`config.mk`:
```
export PLATFORM = sky130hd
export DESIGN_NAME = sub32_serial_flat
export DESIGN_NICKNAME = d
export VERILOG_FILES = /design/src/rtl/sub32_pkg.sv /design/src/rtl/sub32_serial_if.sv /design/src/rtl/sub32_serial_cla4.sv /design/src/rtl/sub32_serial.sv /design/src/flat_wrapper.sv
export SDC_FILE = /design/constraint.sdc
export NUM_CORES = 1
export LEC_CHECK = 0
export ABC_AREA = 1
export BUFFER_PORTS_ARGS = -buffer_cell sky130_fd_sc_hd__buf_4
export CAP_MARGIN = 10
export CORE_ASPECT_RATIO = 1.4
export CORE_UTILIZATION = 55
export DETAILED_ROUTE_END_ITERATION = 6
export HOLD_SLACK_MARGIN = 0.05
export PLACE_DENSITY = 0.76
export SLEW_MARGIN = 20
export SYNTH_ARGS = -nofsm -noshare
export SYNTH_HDL_FRONTEND = slang
export SYNTH_SLANG_ARGS = --single-unit
```
`constraint.sdc`:
```
create_clock -name clk -period 3.7 [get_ports clk]
set_input_delay 0.185 -clock clk [delete_from_list [all_inputs] [get_ports clk]]
set_output_delay 0.185 -clock clk [all_outputs]
set_load 0.01 [all_outputs]
```
`src/rtl/sub32_pkg.sv`:
```
// Shared types and constants for the serial 32-bit subtractor.
// The operand is viewed as an array of SLICE-bit slices so the datapath can index it by the slice counter.
package sub32_pkg;

    localparam int WIDTH    = 32;
    localparam int SLICE    = 4;
    localparam int N_SLICES = WIDTH / SLICE;
    localparam int CNT_W    = $clog2(N_SLICES);

    typedef enum logic [1:0] {
        IDLE = 2'd0,
        RUN  = 2'd1,
        DONE = 2'd2
    } state_t;

    typedef logic [N_SLICES-1:0][SLICE-1:0] slice_vec_t;

    // Two's-complement overflow of a - b: operand signs differ and the result sign left a's sign.
    function automatic logic signed_ovf(input logic a_msb, input logic b_msb, input logic d_msb);
        return (a_msb != b_msb) && (d_msb != a_msb);
    endfunction

endpackage

```
`src/rtl/sub32_serial_if.sv`:
```
// Start/done request interface of the serial subtractor: operands in, difference and flags out.
interface sub32_serial_if;
    import sub32_pkg::*;

    logic             start;
    logic [WIDTH-1:0] a;
    logic [WIDTH-1:0] b;
    logic             busy;
    logic             done;
    logic [WIDTH-1:0] d;
    logic             bo;
    logic             ovf;
    logic             z;

    modport master (
        output start, a, b,
        input  busy, done, d, bo, ovf, z
    );

    modport slave (
        input  start, a, b,
        output busy, done, d, bo, ovf, z
    );

endinterface

```
`src/rtl/sub32_serial_cla4.sv`:
```
// 4-bit carry-lookahead adder cell: all internal carries are formed directly from generate/propagate terms.
module cla4 (
    output logic [3:0] s,
    output logic       co,
    input  logic [3:0] a,
    input  logic [3:0] b,
    input  logic       ci
);

    logic [3:0] p;
    logic [3:0] g;
    logic [4:0] c;

    always_comb begin
        p    = a ^ b;
        g    = a & b;
        c[0] = ci;
        c[1] = g[0] | (p[0] & ci);
        c[2] = g[1] | (p[1] & g[0]) | (p[1] & p[0] & ci);
        c[3] = g[2] | (p[2] & g[1]) | (p[2] & p[1] & g[0]) | (p[2] & p[1] & p[0] & ci);
        c[4] = g[3] | (p[3] & g[2]) | (p[3] & p[2] & g[1]) | (p[3] & p[2] & p[1] & g[0])
             | (p[3] & p[2] & p[1] & p[0] & ci);
        s    = p ^ c[3:0];
        co   = c[4];
    end

endmodule

```
`src/rtl/sub32_serial.sv`:
```
// Serial 32-bit subtractor: d = a + ~b + 1, one 4-bit slice per clock through a single cla4 cell.
// Results and flags hold until the next accepted start; an accepted start clears only d.
module sub32_serial
    import sub32_pkg::*;
(
    input  logic           clk,
    input  logic           reset,
    sub32_serial_if.slave  bus
);

    state_t           state_q, state_d;
    logic [CNT_W-1:0] cnt_q,   cnt_d;
    logic             carry_q, carry_d;
    slice_vec_t       a_q,     a_d;
    slice_vec_t       b_q,     b_d;
    slice_vec_t       diff_q,  diff_d;
    logic             bo_q,    bo_d;
    logic             ovf_q,   ovf_d;
    logic             z_q,     z_d;

    logic [SLICE-1:0] slice_a;
    logic [SLICE-1:0] slice_b_n;
    logic [SLICE-1:0] slice_sum;
    logic             slice_co;
    logic             last_slice;

    // The subtrahend is inverted here so cla4 stays a plain adder; the +1 enters as the initial carry.
    always_comb begin
        slice_a    = a_q[cnt_q];
        slice_b_n  = ~b_q[cnt_q];
        last_slice = (cnt_q == CNT_W'(N_SLICES - 1));
    end

    cla4 u_cla4 (
        .s  (slice_sum),
        .co (slice_co),
        .a  (slice_a),
        .b  (slice_b_n),
        .ci (carry_q)
    );

    always_comb begin
        state_d = state_q;
        cnt_d   = cnt_q;
        carry_d = carry_q;
        a_d     = a_q;
        b_d     = b_q;
        diff_d  = diff_q;
        bo_d    = bo_q;
        ovf_d   = ovf_q;
        z_d     = z_q;

        case (state_q)
            IDLE: begin
                if (bus.start) begin
                    a_d     = bus.a;
                    b_d     = bus.b;
                    carry_d = 1'b1;
                    cnt_d   = '0;
                    diff_d  = '0;
                    state_d = RUN;
                end
            end
            RUN: begin
                diff_d[cnt_q] = slice_sum;
                carry_d       = slice_co;
                cnt_d         = cnt_q + CNT_W'(1);
                // Flags are taken from the final slice so they are valid together with done.
                if (last_slice) begin
                    state_d = DONE;
                    bo_d    = ~slice_co;
                    ovf_d   = signed_ovf(a_q[N_SLICES-1][SLICE-1], b_q[N_SLICES-1][SLICE-1],
                                         slice_sum[SLICE-1]);
                    z_d     = (diff_d == '0);
                end
            end
            DONE: begin
                state_d = IDLE;
            end
            default: begin
                state_d = IDLE;
            end
        endcase
    end

    always_ff @(posedge clk) begin
        if (reset) begin
            state_q <= IDLE;
            cnt_q   <= '0;
            carry_q <= 1'b0;
            a_q     <= '0;
            b_q     <= '0;
            diff_q  <= '0;
            bo_q    <= 1'b0;
            ovf_q   <= 1'b0;
            z_q     <= 1'b0;
        end else begin
            state_q <= state_d;
            cnt_q   <= cnt_d;
            carry_q <= carry_d;
            a_q     <= a_d;
            b_q     <= b_d;
            diff_q  <= diff_d;
            bo_q    <= bo_d;
            ovf_q   <= ovf_d;
            z_q     <= z_d;
        end
    end

    // done is masked by reset so an aborted operation never shows a completion pulse.
    always_comb begin
        bus.busy = (state_q != IDLE);
        bus.done = (state_q == DONE) && !reset;
        bus.d    = diff_q;
        bus.bo   = bo_q;
        bus.ovf  = ovf_q;
        bus.z    = z_q;
    end

endmodule
```
`src/flat_wrapper.sv`:
```
// flat-port wrapper written by rule: the top's interface ports become plain ports
module sub32_serial_flat import sub32_pkg::*;
  (clk, reset, bus_start, bus_a, bus_b, bus_busy, bus_done, bus_d, bus_bo, bus_ovf, bus_z);
  sub32_serial_if bus_i ();
  input  logic clk;
  input  logic reset;
  input wire logic [$bits(bus_i.start)-1:0] bus_start;
  input wire logic [$bits(bus_i.a)-1:0] bus_a;
  input wire logic [$bits(bus_i.b)-1:0] bus_b;
  output wire logic [$bits(bus_i.busy)-1:0] bus_busy;
  output wire logic [$bits(bus_i.done)-1:0] bus_done;
  output wire logic [$bits(bus_i.d)-1:0] bus_d;
  output wire logic [$bits(bus_i.bo)-1:0] bus_bo;
  output wire logic [$bits(bus_i.ovf)-1:0] bus_ovf;
  output wire logic [$bits(bus_i.z)-1:0] bus_z;
  assign bus_i.start = bus_start;
  assign bus_i.a = bus_a;
  assign bus_i.b = bus_b;
  assign bus_busy = bus_i.busy;
  assign bus_done = bus_i.done;
  assign bus_d = bus_i.d;
  assign bus_bo = bus_i.bo;
  assign bus_ovf = bus_i.ovf;
  assign bus_z = bus_i.z;
  sub32_serial u_core (.clk(clk), .reset(reset), .bus(bus_i));
endmodule
```
==> results_tabular.tex <==
\begin{tabular}{lr}
\hline
Metric & Value \\
\hline
\multicolumn{2}{l}{\textbf{Outcome}} \\
Run status & complete, no violations \\
\multicolumn{2}{l}{\textbf{Yosys}} \\
Number of distinct standard cells referenced by the synthesized netlist & 34 \\
Yosys warning total & 0 \\
Count of mapped cells out of synthesis & 714 \\
Seq/Total Area, Yosys & 0.425 \\
Synth Net Count & 789 \\
Cell area after synthesis & 4950 um\^{}2 \\
Area leader, netlist & sky130\_fd\_sc\_hd\_\_dfxtp\_1 \\
Mapped Avg Cell Area & 6.93 um\^{}2 \\
Number of enable flip-flop cells after synthesis & 0 \\
Main area contributors after synthesis & sky130\_fd\_sc\_hd\_\_dfxtp\_1 42\%, sky130\_fd\_sc\_hd\_\_nand2\_1 11\%, sky130\_fd\_sc\_hd\_\_nor2\_1 9.5\%, sky130\_fd\_sc\_hd\_\_o21ai\_0 7.3\%, sky130\_fd\_sc\_hd\_\_a21oi\_1 5.2\% \\
Post-synth top area share & 0.425 \\
Dominant synthesized flop cell & sky130\_fd\_sc\_hd\_\_dfxtp\_1 \\
Fraction of registers with async set or reset after synthesis & 0 \\
Post-synthesis sequential element count & 105 \\
\multicolumn{2}{l}{\textbf{Timing}} \\
Maximum clock frequency & 292 MHz \\
Unrepaired setup endpoints after global routing & false \\
Period Utilization, post-route & 0.926 \\
Clock skew after layout & 0.00761 ns \\
Post-route setup TNS & 0 ns \\
Worst slew margin relative to its limit & 0.585 \\
Crit path time final & 3.43 ns \\
Final setup fails & 0 \\
Hold WS & 0.0774 ns \\
Number of endpoints with negative hold slack in the final report & 0 \\
Worst Tran Pin Value & 0.623 ns \\
Fin. max-slew vios & 0 \\
\multicolumn{2}{l}{\textbf{Layout}} \\
Filler cell count & 728 \\
Final standard cell area without fillers & 6100 um\^{}2 \\
Register cell area after layout & 2100 um\^{}2 \\
Layout cell share with drive strength beyond 1 & 0.199 \\
Area of the multi-input gates & 2440 um\^{}2 \\
Top library cells by usage in the layout, fill and taps aside & 150 x sky130\_fd\_sc\_hd\_\_nand2\_1, 124 x sky130\_fd\_sc\_hd\_\_nor2\_1, 118 x sky130\_fd\_sc\_hd\_\_buf\_4, 105 x sky130\_fd\_sc\_hd\_\_dfxtp\_1, 72 x sky130\_fd\_sc\_hd\_\_o21ai\_0 \\
Signed area change from the synthesized netlist to the final layout & 23.2\% \\
Post-Layout Cell Count & 914 \\
Final net count & 879 \\
Diode count & 0 \\
Most common library cell in the layout ignoring fill and taps & sky130\_fd\_sc\_hd\_\_nand2\_1 \\
\multicolumn{2}{l}{\textbf{Route}} \\
DRC violations left & 0 \\
Total vias in the final route & 5017 \\
Routed vias/inst & 5.49 \\
Routed wire length & 14.1 mm \\
Drt first pass iters & 6 \\
Number of DRC markers after the initial detailed-route iteration & 367 \\
Antenna-violating nets left & 0 \\
Wirelength per Cell & 15.4 um \\
\multicolumn{2}{l}{\textbf{Floorplanning}} \\
Floorplan die height & 114 um \\
Initial standard-cell utilization of the core & 0.572 \\
X dimension of the die & 82.2 um \\
Placeable core area & 8660 um\^{}2 \\
I/O pin count & 104 \\
Row Count & 40 \\
Die ar. & 9390 um\^{}2 \\
\multicolumn{2}{l}{\textbf{GRT}} \\
Global Route met3 Usage & 0.0685 \\
Maximum number of pins on one net before global-route repair & 81 \\
Busiest grt layer & met2 \\
GRT Total Usage & 0.315 \\
Met1 global-route usage & 0.335 \\
Routing usage on met2 & 0.566 \\
Wire length of the first global-routing pass & 22.0 mm \\
Via count of the first global-routing pass & 4618 \\
Number of antenna violations at the first check in global routing & 0 \\
Gr ovfl total & 0 \\
\multicolumn{2}{l}{\textbf{Pwr}} \\
Pleak & 2.75 nW \\
VDD IR-drop max & 0.318 mV \\
Power Total & 2.72 mW \\
Total power per unit cell area & 447 nW/um\^{}2 \\
\multicolumn{2}{l}{\textbf{Clocking}} \\
CTS H-tree depth & 3 \\
Clock latency of the later-clocked register in the worst-skew pair & 0.35 ns \\
CTS-repair resized insts & 0 \\
Number of buffers between clock root and the deepest sink & 2 \\
Clock transition at the register clock pins on the worst setup and hold paths after CTS & 0.07 ns \\
TritonCTS clock tree & yes \\
Post-CTS setup buffer count & 0 \\
Total CTS buffers & 9 \\
Clock root buffer & sky130\_fd\_sc\_hd\_\_clkbuf\_16 \\
Clock sink count & 105 \\
Cts hold-fix bufs & 0 \\
\multicolumn{2}{l}{\textbf{Place}} \\
Final weighted congestion in routability-driven placement & 0.923 \\
Placed inst area & 5780 um\^{}2 \\
HPWL after detailed placement & 10.2 mm \\
Buffers on Ports & 103 \\
Placed cells & 898 \\
\multicolumn{2}{l}{\textbf{Hold path}} \\
Hold Crit Class & in2reg \\
\multicolumn{2}{l}{\textbf{Job}} \\
Number of max-capacitance violations reported & 0 \\
\multicolumn{2}{l}{\textbf{Critical path}} \\
Worst Path Class, Setup & reg2reg \\
Kind of start point of the critical path & flip-flop \\
Kind of end point of the critical path & flip-flop \\
Data required, critical path & 3.98 ns \\
Critical Path Fanout Max & 13 \\
Critical path arrival & 3.71 ns \\
\hline
\end{tabular}
per-layer routing:
layer  part of all wire  wire length [um]  vias to the layer above
li1                   -                 -                     2522
met1               0.39              5440                     2285
met3              0.052               737                       36
met2               0.52              7380                      174
met5                  0                 0                        -
met4              0.037               523                        0
Yosys cell counts, types with 2 or more instances:
cell and n:
sky130_fd_sc_hd__a21oi_1 51, sky130_fd_sc_hd__o21ai_1 3, sky130_fd_sc_hd__inv_2 4, sky130_fd_sc_hd__inv_1 50, sky130_fd_sc_hd__buf_2 6, sky130_fd_sc_hd__nand2_1 151, sky130_fd_sc_hd__buf_4 5, sky130_fd_sc_hd__o21ai_0 72
sky130_fd_sc_hd__o22ai_1 7, sky130_fd_sc_hd__dfxtp_1 105, sky130_fd_sc_hd__a22oi_1 7, sky130_fd_sc_hd__or2_2 12, sky130_fd_sc_hd__nand3_2 3, sky130_fd_sc_hd__or2_1 4, sky130_fd_sc_hd__clkbuf_1 24, sky130_fd_sc_hd__buf_6 2
sky130_fd_sc_hd__a221oi_1 10, sky130_fd_sc_hd__inv_4 2, sky130_fd_sc_hd__nand4_1 9, sky130_fd_sc_hd__ha_1 7, sky130_fd_sc_hd__nand3_1 42, sky130_fd_sc_hd__nor2_1 125, sky130_fd_sc_hd__buf_1 2
final timing paths:
| path | depth (start not counted) | slack [ns] | startpoint | endpoint |
|---|---|---|---|---|
| max | 17 | 0.27 | u_core.cnt_q[0]$_SDFFE_PP0P_ | u_core.bus.z$_SDFFE_PP0P_ |
| min | 3 | 0.08 | bus_a[21] | u_core.a_q[21]$_SDFFE_PP0P_ |
| max reg2reg | 17 | 0.27 | u_core.cnt_q[0]$_SDFFE_PP0P_ | u_core.bus.z$_SDFFE_PP0P_ |
| min reg2reg | 2 | 0.46 | u_core.b_q[15]$_SDFFE_PP0P_ | u_core.b_q[15]$_SDFFE_PP0P_ |
flip-flops by register name (all words and copies together), names as in the netlist:
name	count
u_core.bus.bo	1
u_core.bus.d	32
u_core.cnt_q	3
u_core.state_q	2
u_core.a_q	32
u_core.bus.ovf	1
u_core.bus.z	1
u_core.b_q	32
u_core.carry_q	1
critical path, stage by stage (launching register included):
cell                       delay [ns]
sky130_fd_sc_hd__dfxtp_1         0.67
sky130_fd_sc_hd__inv_4           0.14
sky130_fd_sc_hd__nand3_1         0.19
sky130_fd_sc_hd__o22ai_1         0.17
sky130_fd_sc_hd__a221oi_1        0.31
sky130_fd_sc_hd__nand2_1         0.12
sky130_fd_sc_hd__ha_1            0.38
sky130_fd_sc_hd__a21oi_1         0.20
sky130_fd_sc_hd__nand2_1         0.07
sky130_fd_sc_hd__nand2_1         0.30
sky130_fd_sc_hd__nand3_1         0.19
sky130_fd_sc_hd__nand2_1         0.14
sky130_fd_sc_hd__nand2_1         0.06
sky130_fd_sc_hd__nor2_1          0.11
sky130_fd_sc_hd__nand3_1         0.08
sky130_fd_sc_hd__nor2_1          0.09
sky130_fd_sc_hd__nor2_1          0.04
sky130_fd_sc_hd__nor2_1          0.09
per-stage QoR:
| stage | utilization | setup slack, ns |
|---|---|---|
| final | 0.704 | 0.275 |
| after global placement | 0.668 | 0.412 |
| after global routing | 0.704 | 0.0323 |
| after CTS | 0.704 | 0.350 |
| after floorplan | - | 0.967 |
| after detailed placement | 0.668 | 0.373 |
cell families (layout without fill, tap and decap cells):
| kind of cell | Yosys count | count (layout) | share of synthesized area |
|---|---|---|---|
| flip-flops | 105 | 105 | 0.425 |
| AO/OA/AOI/OAI | 154 | 154 | 0.171 |
| adder cells (fa/ha/maj) | 8 | 8 | 0.0217 |
| AND/OR/NAND/NOR | 351 | 351 | 0.300 |
| buffers and inverters | 96 | 191 | 0.0822 |
area by class of cell:
cell class / instances / share of cell area
multi-input cells: 513 / 0.401
flip-flops and latches: 105 / 0.345
repair buffers: 118 / 0.145
clock buffers: 10 / 0.0392
inverters: 57 / 0.0359
well taps: 105 / 0.0216
clock inverters: 6 / 0.0121
power breakdown:
part	switching [mW]	leakage, nW	internal [mW]
logic	0.307	1.74	0.180
clock network	0.443	0.147	0.552
registers	0.0434	0.862	1.20
total	0.793	2.75	1.93
(Power assumes the default switching activity.)
